--- src/rtl/hd_arb.sv ---
// hd_arb: round-robin arbiter and sequencer sharing one Hamming decoder pipeline between NREQ requesters.
// Define HD_ARB_STATS_EN to add the saturating response counter output stat_cnt.
module hd_arb #(
    parameter  int K    = 8,
    parameter  int NREQ = 4,
    parameter  int LAT  = 4,
    localparam int M    = (K <= 1)  ? 2 : (K <= 4)  ? 3 : (K <= 11)  ? 4 :
                          (K <= 26) ? 5 : (K <= 57) ? 6 : (K <= 120) ? 7 : 8,
    localparam int TW   = $clog2(NREQ),
    localparam int CW   = K + M
) (
    input  logic                 clk,
    input  logic                 rst,
    input  logic [NREQ-1:0]      req_vld,
    output logic [NREQ-1:0]      req_rdy,
    input  logic [NREQ*CW-1:0]   req_cw,
    output logic [CW-1:0]        hd_cin,
    output logic                 hd_cvld,
    input  logic [K-1:0]         hd_dout,
    input  logic                 hd_dvld,
    output logic [NREQ-1:0]      rsp_vld,
    output logic [K-1:0]         rsp_data,
    input  logic                 drain,
    output logic                 idle,
    output logic                 seq_err
`ifdef HD_ARB_STATS_EN
    ,
    output logic [15:0]          stat_cnt
`endif
);
    localparam int IW = $clog2(LAT + 2);

    typedef enum logic [1:0] {S_RUN, S_DRAIN, S_IDLE} state_t;
    state_t state, state_nxt;

    logic [TW-1:0]  ptr;
    logic [TW-1:0]  gnt_idx;
    logic           gnt_found;
    logic [TW:0]    cand;
    logic           gnt_en;
    logic           xfer;
    logic [CW-1:0]  cw_arr [NREQ];
    logic [TW-1:0]  cin_tag;
    logic [LAT-1:0] vld_pipe;
    logic [TW-1:0]  tag_pipe [LAT];
    logic           tagvld_out;
    logic [TW-1:0]  tag_out;
    logic [IW-1:0]  inflight, inflight_nxt;
    logic [IW-1:0]  mask_cnt;
    logic           chk_en;

    for (genvar i = 0; i < NREQ; i++) begin : g_cw
        assign cw_arr[i] = req_cw[i*CW +: CW];
    end

    // Rotating search starting at ptr; first asserted valid wins.
    always_comb begin
        gnt_found = 1'b0;
        gnt_idx   = '0;
        cand      = '0;
        for (int k = 0; k < NREQ; k++) begin
            cand = {1'b0, ptr} + (TW+1)'(k);
            if (cand >= (TW+1)'(NREQ))
                cand = cand - (TW+1)'(NREQ);
            if (!gnt_found && req_vld[cand[TW-1:0]]) begin
                gnt_found = 1'b1;
                gnt_idx   = cand[TW-1:0];
            end
        end
    end

    // rst gates grants directly so req_rdy is low for the whole reset window.
    assign gnt_en = rst && (state == S_RUN) && !drain;
    assign xfer   = gnt_en && gnt_found;

    always_comb begin
        req_rdy = '0;
        if (xfer)
            req_rdy[gnt_idx] = 1'b1;
    end

    always_ff @(posedge clk or negedge rst) begin
        if (!rst) begin
            ptr     <= '0;
            hd_cin  <= '0;
            hd_cvld <= 1'b0;
            cin_tag <= '0;
        end else begin
            hd_cvld <= xfer;
            if (xfer) begin
                hd_cin  <= cw_arr[gnt_idx];
                cin_tag <= gnt_idx;
                ptr     <= (gnt_idx == TW'(NREQ-1)) ? '0 : gnt_idx + TW'(1);
            end
        end
    end

    // Tag pipeline mirrors the decoder latency so tags line up with hd_dvld.
    always_ff @(posedge clk or negedge rst) begin
        if (!rst) begin
            vld_pipe <= '0;
            for (int s = 0; s < LAT; s++)
                tag_pipe[s] <= '0;
        end else begin
            vld_pipe[0] <= hd_cvld;
            tag_pipe[0] <= cin_tag;
            for (int s = 1; s < LAT; s++) begin
                vld_pipe[s] <= vld_pipe[s-1];
                tag_pipe[s] <= tag_pipe[s-1];
            end
        end
    end

    assign tagvld_out = vld_pipe[LAT-1];
    assign tag_out    = tag_pipe[LAT-1];

    always_comb begin
        rsp_vld = '0;
        for (int t = 0; t < NREQ; t++)
            rsp_vld[t] = tagvld_out && (tag_out == TW'(t));
    end

    assign rsp_data = hd_dout;

    // Counts from the accepting cycle, so it includes the word sitting in hd_cin.
    always_comb begin
        inflight_nxt = inflight;
        if (xfer && !tagvld_out)
            inflight_nxt = inflight + IW'(1);
        else if (!xfer && tagvld_out)
            inflight_nxt = inflight - IW'(1);
    end

    always_ff @(posedge clk or negedge rst) begin
        if (!rst)
            inflight <= '0;
        else
            inflight <= inflight_nxt;
    end

    // Looking at the post-retire count lets IDLE follow the last strobe by one cycle.
    always_comb begin
        state_nxt = state;
        case (state)
            S_RUN:   if (drain) state_nxt = S_DRAIN;
            S_DRAIN: begin
                if (!drain)
                    state_nxt = S_RUN;
                else if (inflight_nxt == '0 && !hd_cvld)
                    state_nxt = S_IDLE;
            end
            S_IDLE:  if (!drain) state_nxt = S_RUN;
            default: state_nxt = S_RUN;
        endcase
    end

    always_ff @(posedge clk or negedge rst) begin
        if (!rst)
            state <= S_RUN;
        else
            state <= state_nxt;
    end

    assign idle = (state == S_IDLE);

    // Decoder output is untrusted for LAT+1 cycles after reset (stale or unknown).
    assign chk_en = (mask_cnt == IW'(LAT + 1));

    always_ff @(posedge clk or negedge rst) begin
        if (!rst) begin
            mask_cnt <= '0;
            seq_err  <= 1'b0;
        end else begin
            if (!chk_en)
                mask_cnt <= mask_cnt + IW'(1);
            if (chk_en && (hd_dvld != tagvld_out))
                seq_err <= 1'b1;
        end
    end

`ifdef HD_ARB_STATS_EN
    always_ff @(posedge clk or negedge rst) begin
        if (!rst)
            stat_cnt <= '0;
        else if (state == S_IDLE && state_nxt == S_RUN)
            stat_cnt <= '0;
        else if (tagvld_out && stat_cnt != 16'hFFFF)
            stat_cnt <= stat_cnt + 16'd1;
    end
`else
    // No response statistics in this build.
`endif

endmodule

--- config.mk ---
export PLATFORM = sky130hd
export DESIGN_NAME = hd_arb
export DESIGN_NICKNAME = d
export VERILOG_FILES = /design/src/rtl/hd_arb.sv
export SDC_FILE = /design/constraint.sdc
export NUM_CORES = 1
export LEC_CHECK = 0
export ABC_AREA = 0
export CAP_MARGIN = 20
export CORE_ASPECT_RATIO = 0.8
export CORE_UTILIZATION = 37
export DETAILED_ROUTE_END_ITERATION = 6
export PLACE_DENSITY = 0.77
export SYNTH_ARGS = -nofsm -noshare
export SYNTH_HDL_FRONTEND = slang
export SYNTH_SLANG_ARGS = --single-unit
--- constraint.sdc ---
create_clock -name clk -period 2 [get_ports clk]
set_input_delay 0.4 -clock clk [delete_from_list [all_inputs] [get_ports clk]]
set_output_delay 0.4 -clock clk [all_outputs]
set_load 0.01 [all_outputs]
==> results.toml, run 1 <==
[cts]
root_buffer = "clkbuf_8"
cts.sinks = 38
clkTransAtPathRegs_ns = 0.07
numCtsBuffers = 5
htreeDepth = 2
clk_path_buf_depth = 2
clock_latency_ns = 0.29
cts_tree = "built"

[global_routing]
grt_usage_pct = 19.0
antenna_found_initial = 0
grt_pass1_wl_mm = 8.22
grt_max_degree = 39
grt_pass1_vias = 1837
grt_overflow = 0

[sta]
setup_tns_ns = -0.447
max_slew_margin_pct = 68.6
max_clock_freq_ghz = 0.469
timing.hold.ws_ns = 0.183
setup_ws_ns = -0.132
setup_viol = 4
fin_crit_sh_pct = 107
tightest_slew_ns = 0.471
finalMaxSlewViolations = 0
min_period_ns = 2.13
finClkSkew_ns = 0.00512
rsz0062_at_grt = "yes"
hold_viol = 0

[worst_setup_path]
r2r_cells = 6
endpoint = "req_rdy[3]"
setup.worst_path.start_class = "flop"
criticalPathCategory = "flop to output pin"
arrival_ns = 1.73
rrSetupSlack_ns = 0.11
required_ns = 1.60
worstSetupStartpoint = "ptr[0]"
cp_max_fo = 4
end_kind = "output pin"
timing.rr.end = "state[0]"
worstReg2RegStart = "state[0]"

[synth]
syn-num-nets = 258
netlist.area_leader.share_pct = 47.5
syn-instance-count = 186
synth_flop_cell = "dfrtp_1"
yosysTopAreaCell = "dfrtp_1"
ys_seq_elements = 38
ys_types = 35
synthAdderAreaFrac_pct = 5.00
synth_compound_area_share_pct = 12.3
synth.top_cells.by_area = "dfrtp_1, mux2i_1, o221ai_1, ha_1, nand2_1"
synth_area_mm2 = 0.00200
synth_xor_area_share_pct = 1.75
yosysSeqAreaShare_pct = 47.5
synth_mux_area_share_pct = 12.0
ys_warn_count = 0
synth_edf_count = 0
synthSimpleGateAreaFrac_pct = 14.2
synth_top_family_by_area = "simple AND/OR/NAND/NOR gates"
synth.avg_cell_area_um2 = 10.8
async_flop_share_pct = 100

[floorplanning]
die_y_um = 67.8
core_mm2 = 0.00512
die_w_um = 84.3
std_cell_rows = 23
ioPinCount = 95
initial_utilization_pct = 39.1
dieArea_mm2 = 0.00571

[route]
ant_nets = 0
drc = 4
wl_per_cell_um = 15.1
num_vias = 1742
viasPerCell = 5.17
dr.pass1.iters = 6
drt_wl_total_mm = 5.10
drt_iter0_drc = 67

[run_status]
violations = "DRC, setup timing"
status = "finished, violations left"

[final_layout]
layout_common_cells = "clkdlybuf4s50_1, dfrtp_1, mux2i_1, nand2_1, buf_4"
num-nets-final = 347
fin_util_pct = 61.8
design_area_mm2 = 0.00317
drive_gt1_share_pct = 21.8
antenna_cells = 0
layout_commonest_cell = "clkdlybuf4s50_1"
area_growth_pct = 58.0
finalNonFillerCells = 337

[job]
maxCapViolCount = 0

[pwr]
powerDensity_mw_per_mm2 = 1030
vdd_drop_max_uv = 514
power_mw = 3.27
total_leakage_power_nw = 1.47

[placement]
dp_slack_ns = -0.900
placed_area_mm2 = 0.00292
gp_congestion = 0.763
io_buffer_count = 78
dpl.cell_count = 327
hpwl_mm = 3.71

[hold_path]
hold_class = "primary input to asynchronous set/reset pin"
## kinds of logic after synthesis
group           Yosys count
compound gates           33
xor+xnor                  4
fa+ha+maj                 8
buf+inv                  27
flops                    38
mux                      24
simple gates             52
## cell type report
type / count / area [um2]
Sequential cell: 38 / 953
Fill cell: 447 / 1960
Tap cell: 62 / 77.6
Clock buffer: 7 / 76.3
Multi-Input combinational cell: 121 / 1050
Timing Repair Buffer: 99 / 975
Inverter: 10 / 37.5
## registers in the layout (all words and copies together), names as in the netlist
name and flops:
ptr 2, hd_cin 12, vld_pipe 4, seq_err 1
hd_cvld 1, cin_tag 2, tag_pipe 6, mask_cnt 3
tag_out 2, state 2, inflight 3
## worst max-delay path, cell delays in order (launching register included)
cell and delay (ns):
dfrtp_2 0.45, nor2b_4 0.15, a21oi_2 0.06, o221ai_4 0.23
inv_2 0.12, ha_4 0.18, and3_4 0.14, buf_6 0.11
## power by group
part           leakage (nW)  internal [mW]  switching [mW]
combinational         0.959          0.851           0.703
sequential            0.468           1.05           0.178
clock                0.0383          0.240           0.250
total                  1.47           2.14            1.13
## per-layer routing
layer	global-route usage (%)	wire length (um)	vias to the layer above
met5	0	0	-
li1	-	-	831
met2	34.3	2490	74
met4	5.82	55	0
met1	20.2	2030	829
met3	8.93	517	8
## synth_stat cells (2+ instances only)
| library cell | instances |
|---|---|
| buf_4 | 10 |
| o211ai_1 | 2 |
| xnor2_1 | 3 |
| nor2b_1 | 4 |
| o31ai_1 | 3 |
| mux2i_1 | 24 |
| a21boi_0 | 2 |
| o221ai_1 | 13 |
| buf_2 | 5 |
| and3b_1 | 2 |
| o21ai_0 | 5 |
| ha_1 | 8 |
| nor2_1 | 6 |
| dfrtp_1 | 38 |
| a21oi_1 | 3 |
| clkbuf_1 | 2 |
| nand2_1 | 23 |
| or4_1 | 2 |
| inv_1 | 9 |
| nand4_1 | 2 |
| and3_1 | 6 |
## repair_timing
item | in CTS | in global routing
resized for setup | 60 | 7
buffers inserted | 3 | 1
setup endpoints to repair | 24 | 19
hold buffers | 0 | 0
pin swaps | 7 | 4
## worst min-delay path by stage
| stage | cells past startpoint | from | slack (ns) | endpoint |
|---|---|---|---|---|
| after floorplan | 0 | rst | 0.10 | cin_tag[0] |
| after detailed placement | 0 | tag_pipe[4] | 0.34 | tag_pipe[2] |
| final | 2 | rst | 0.18 | hd_cin[8] |
| after CTS | 2 | rst | 0.20 | inflight[2] |
| after global routing | 2 | rst | 0.22 | vld_pipe[3] |
| after global placement | 0 | tag_pipe[3] | 0.33 | tag_out[1] |
No activity file was read; power rests on OpenSTA's default activity.
==> run 2: changes to the inputs <==
Settings changed: CORE_UTILIZATION 37 to 56, DONT_BUFFER_PORTS from default to 1, PLACE_DENSITY 0.77 to 0.74.
Clock period 2 ns to 1.9 ns, I/O delays scaled along.
==> run 2 against run 1 <==
Compared with the run above:
- the run ends with setup timing left
- die area decreased by 33%
- core utilization increased by 7.3 points
- clock power rose by 13%
- combinational power decreased by 21%
- count of clock-buffer cells in the layout is 1 lower
- critical path type unchanged
- routed wire length shrank 10%
- final cell count fell by 29%
- sequential share of layout area up 10 points
- sequential power up 11%
- via count shrank 14%
- worst hold slack improved by 0.036 ns
- worst setup slack better by 0.012 ns
- largest cell class unchanged
- highest routed layer unchanged
==> results.toml, run 2 (same netlist as run 1, synthesis figures left out) <==
[final_layout]
drive_gt1_share_pct = 23.4
largest_register = "hd_cin"
largest_registers = "hd_cin: 12 flops, tag_pipe: 6 flops, vld_pipe: 4 flops"
layout_commonest_cell = "dfrtp_1"
largest_register_ffs = 12
layout_common_cells = "dfrtp_1, nand2_1, mux2i_1, buf_4, o221ai_1"
antenna_cells = 0
fin_util_pct = 69.1
n_fill_cell = 260
num-nets-final = 270
area_growth_pct = 18.1

[cts]
htreeDepth = 2
clock_latency_ns = 0.29
cts.sinks = 38
clk_path_buf_depth = 2
numCtsBuffers = 5
clkTransAtPathRegs_ns = 0.07
root_buffer = "clkbuf_8"
cts_tree = "built"

[worst_setup_path]
r2r_cells = 5
max_stage_delay_ns = 0.39
worstReg2RegStart = "inflight[1]"
required_ns = 1.52
criticalPathCategory = "flop to output pin"
path_cells = "nor2b_2 -> buf_4 -> o31ai_4 -> buf_6 -> inv_6 -> ha_4 -> and3_4"
timing.rr.end = "state[0]"
rrSetupSlack_ns = 0.06
slowest_stage = "dfrtp_1"
setup.worst_path.start_class = "flop"
cp_max_fo = 5
end_kind = "output pin"
arrival_ns = 1.64
worstSetupStartpoint = "ptr[0]"

[route]
viasPerCell = 6.26
ant_nets = 0
wl_per_cell_um = 19.1
drt_wl_total_mm = 4.57
drc = 0
num_vias = 1495
drt_iter0_drc = 94
dr.pass1.iters = 4

[global_routing]
antenna_found_initial = 0
grt_overflow = 0
grt_max_degree = 39
grt_usage_pct = 25.9
grt_pass1_wl_mm = 6.98
grt_pass1_vias = 1568

[sta]
finalMaxSlewViolations = 0
timing.hold.ws_ns = 0.219
finClkSkew_ns = 0.00344
hold_viol = 0
tightest_slew_ns = 0.378
setup_viol = 4
max_clock_freq_ghz = 0.495
max_slew_margin_pct = 74.7
setup_ws_ns = -0.120
min_period_ns = 2.02
rsz0062_at_grt = "yes"
fin_crit_sh_pct = 106

[hold_path]
hold_path_depth = 2
hold_end = "state[0]"
hp-start = "drain"
hold_class = "primary input to flop"

[placement]
io_buffer_count = 0
hpwl_mm = 3.06
gp_congestion = 0.797
dp_slack_ns = -0.0383

[job]
maxCapViolCount = 0

[floorplanning]
ioPinCount = 95
die_w_um = 68.9
die_y_um = 55.5
std_cell_rows = 19
dieArea_mm2 = 0.00382
core_mm2 = 0.00342
initial_utilization_pct = 58.5

[pwr]
clkPwrFrac_pct = 17.6
vdd_drop_max_uv = 704
switching_share_pct = 36.4
intPower_mw = 2.00
power_frac_comb_pct = 39.0
power_mw = 3.15
powerDensity_mw_per_mm2 = 1330
total_leakage_power_nw = 1.12
pwr-share-seq_pct = 43.4
power.switching_mw = 1.15

[run_status]
status = "finished, violations left"
violations = "setup timing"
[run 2: what timing repair did]
item                       in CTS  in global routing
hold endpoints to repair       38                  0
resized for setup               5                 13
setup buffers                   2                  5
hold buffers                    2                  0
pin swaps                       2                  5
setup endpoints to repair       4                 15
[run 2: cell type report]
cell class / count / area [um2] / area share, %
Inverter: 10 / 42.5 / 1.80
Sequential cell: 38 / 951 / 40.2
Clock buffer: 6 / 82.6 / 3.49
Multi-Input combinational cell: 121 / 1010 / 42.6
Tap cell: 42 / 52.6 / 2.22
Timing Repair Buffer: 22 / 229 / 9.68
[run 2: worst max path at each step]
stage,endpoint,slack [ns],cells past startpoint
final,req_rdy[3],-0.12,7
after global routing,req_rdy[2],-0.18,6
after CTS,req_rdy[0],-0.11,5
after detailed placement,hd_cin[10],-0.04,7
after global placement,hd_cin[6],0.04,7
after floorplan,req_rdy[2],-0.03,8
[run 2: metal layers]
metal | vias up | GRT usage (%) | wire, um
met5 | - | 0 | 0
met4 | 0 | 18.7 | 222
met3 | 24 | 8.06 | 322
met2 | 64 | 40.8 | 2250
met1 | 728 | 28.8 | 1770
li1 | 679 | - | -
[run 2: power by group through the flow]
stage / Combinational [mW] / Sequential (mW) / Clock [mW]
after floorplan: 0.773 / 1.32 / 0
after detailed placement: 1.02 / 1.37 / 0
final: 1.23 / 1.37 / 0.554
after CTS: 1.08 / 1.36 / 0.558
after global placement: 0.963 / 1.36 / 0
after global routing: 1.35 / 1.40 / 0.585
[run 2: metrics by stage]
stage          area, um2  setup TNS (ns)  instances
2_1_floorplan       2040         -0.0530        186
3_3_place_gp        2130               0        225
3_5_place_dp        2130          -0.111        225
4_1_cts             2270          -0.343        235
5_1_grt             2360          -0.658        239
6_report            2360          -0.403        239
[run 2: worst max-delay path: cells and delay by family, from the launching register on]
family / cells / cell delay [ns]
compound gates: 1 / 0.22
buf+inv: 3 / 0.37
simple gates: 2 / 0.23
fa+ha+maj: 1 / 0.15
flops: 1 / 0.39
==> run 3: changes to the inputs <==
Settings changed: CORE_UTILIZATION 56 to 37, DONT_BUFFER_PORTS 1 to default, PLACE_DENSITY 0.74 to 0.77.
==> run 3 against run 2 <==
Compared with the run above:
- the run ends with DRC, setup timing left
- critical path depth grew 1
- maximum frequency shrank 6.0%
- register-to-register slack lost 0.10 ns
- global-route usage shrank 7.8 points
- sequential power shrank 5%
- critical path type unchanged
- critical endpoint is now req_rdy[1]
==> results.toml, run 3 (same netlist as run 1, synthesis figures left out) <==
[run_status]
status = "finished, violations left"
violations = "DRC, setup timing"

[cts]
htreeDepth = 2
clk_path_buf_depth = 2
root_buffer = "clkbuf_8"
clkTransAtPathRegs_ns = 0.07
cts_tree = "built"
numCtsBuffers = 5
clock_latency_ns = 0.28
cts.sinks = 38
ctsHoldBuffers = 0

[global_routing]
grt_pass1_vias = 1721
grt_usage_pct = 18.2
grt_overflow = 0
grt_max_degree = 39
antenna_found_initial = 0
grt_pass1_wl_mm = 8.01

[placement]
dp_slack_ns = -0.871
dpl.cell_count = 330
gp_congestion = 0.706
hpwl_mm = 3.69
io_buffer_count = 78

[worst_setup_path]
path_common_cell = "buf_6"
end_kind = "output pin"
path_cells = "nor2b_4 -> buf_6 -> o31ai_4 -> buf_6 -> buf_6 -> ha_4 -> and3_4 -> buf_6"
arrival_ns = 1.77
criticalPathCategory = "flop to output pin"
slowest_stage = "dfrtp_1"
setup.worst_path.start_class = "flop"
cp_max_fo = 3
required_ns = 1.52
max_stage_delay_ns = 0.43

[final_layout]
largest_register = "hd_cin"
largest_register_ffs = 12
n_fill_cell = 432
num-nets-final = 356
layout_commonest_cell = "clkdlybuf4s50_1"
finalNonFillerCells = 345
area_growth_pct = 61.9
antenna_cells = 0
layout_common_cells = "clkdlybuf4s50_1, dfrtp_1, mux2i_1, nand2_1, buf_4"
drive_gt1_share_pct = 24.7
largest_registers = "hd_cin: 12 flops, tag_pipe: 6 flops, vld_pipe: 4 flops"

[route]
drt_wl_total_mm = 5.14
num_vias = 1751
viasPerCell = 5.08
drc = 6
wl_per_cell_um = 14.9
ant_nets = 0
dr.pass1.iters = 6
drt_iter0_drc = 102

[sta]
min_period_ns = 2.15
rsz0062_at_grt = "yes"
setup_ws_ns = -0.248
setup_viol = 10
max_slew_margin_pct = 69.0
fin_crit_sh_pct = 113
finalMaxSlewViolations = 0
finClkSkew_ns = 0.00655
timing.hold.ws_ns = 0.195
setup_tns_ns = -0.981
tightest_slew_ns = 0.465
hold_viol = 0
max_clock_freq_ghz = 0.466

[floorplanning]
dieArea_mm2 = 0.00571
core_mm2 = 0.00512
std_cell_rows = 23
ioPinCount = 95
initial_utilization_pct = 39.1
die_y_um = 67.8
die_w_um = 84.3

[pwr]
power_mw = 3.54
total_leakage_power_nw = 1.51
powerDensity_mw_per_mm2 = 1090
vdd_drop_max_uv = 514

[job]
maxCapViolCount = 0

[hold_path]
hold_class = "primary input to asynchronous set/reset pin"
run 3: critical path: cells and delay by family, from the launching register on:
kind | cells | cell delay [ns]
fa+ha+maj | 1 | 0.11
buf+inv | 4 | 0.46
compound gates | 1 | 0.26
simple gates | 2 | 0.23
flops | 1 | 0.43
run 3: per-stage QoR:
| step | cell area [um2] | utilization (%) |
|---|---|---|
| after CTS | 3170 | 61.8 |
| final | 3240 | 63.3 |
| after floorplan | 2040 | - |
| after global placement | 2960 | 57.8 |
| after detailed placement | 2960 | 57.8 |
| after global routing | 3240 | 63.3 |
run 3: layout make-up:
type	instances	area [um2]	area share [%]
multi-input combinational	121	1050	32.4
tap	62	77.6	2.39
sequential	38	953	29.4
timing repair buffer	108	1040	32.0
clock buffer	6	82.6	2.55
inverter	10	40.0	1.23
run 3: worst paths after layout:
check | to | from | cells past startpoint | slack (ns)
worst max-delay path | req_rdy[1] | ptr[0] | 8 | -0.25
worst min-delay path | seq_err | rst | 2 | 0.19
worst max register to register | hd_cin[10] | ptr[0] | 8 | -0.04
worst min register to register | vld_pipe[1] | vld_pipe[0] | 0 | 0.35
max in group asynchronous | ptr[1] | rst | 2 | 1.35
min in group clk | vld_pipe[1] | vld_pipe[0] | 0 | 0.35
run 3: report_power, final:
part,total (mW),internal [mW],switching (mW),leakage [nW]
clock network,0.529,0.279,0.249,0.0431
logic,1.71,0.946,0.768,0.997
registers,1.30,1.10,0.193,0.468
run 3: what timing repair did:
item                                    CTS  global route
hold endpoints to repair                  0             0
endpoints found under the setup margin   29            20
buffers inserted                          8             4
resized for setup                        52            10
pin swaps                                 8             4
run 3: layer usage:
metal | routed length (um) | vias up | global-route usage, %
met5 | 0 | - | 0
met4 | 84 | 0 | 6.68
met3 | 226 | 11 | 5.19
met2 | 2600 | 48 | 31.5
met1 | 2220 | 841 | 22.0
li1 | - | 851 | -
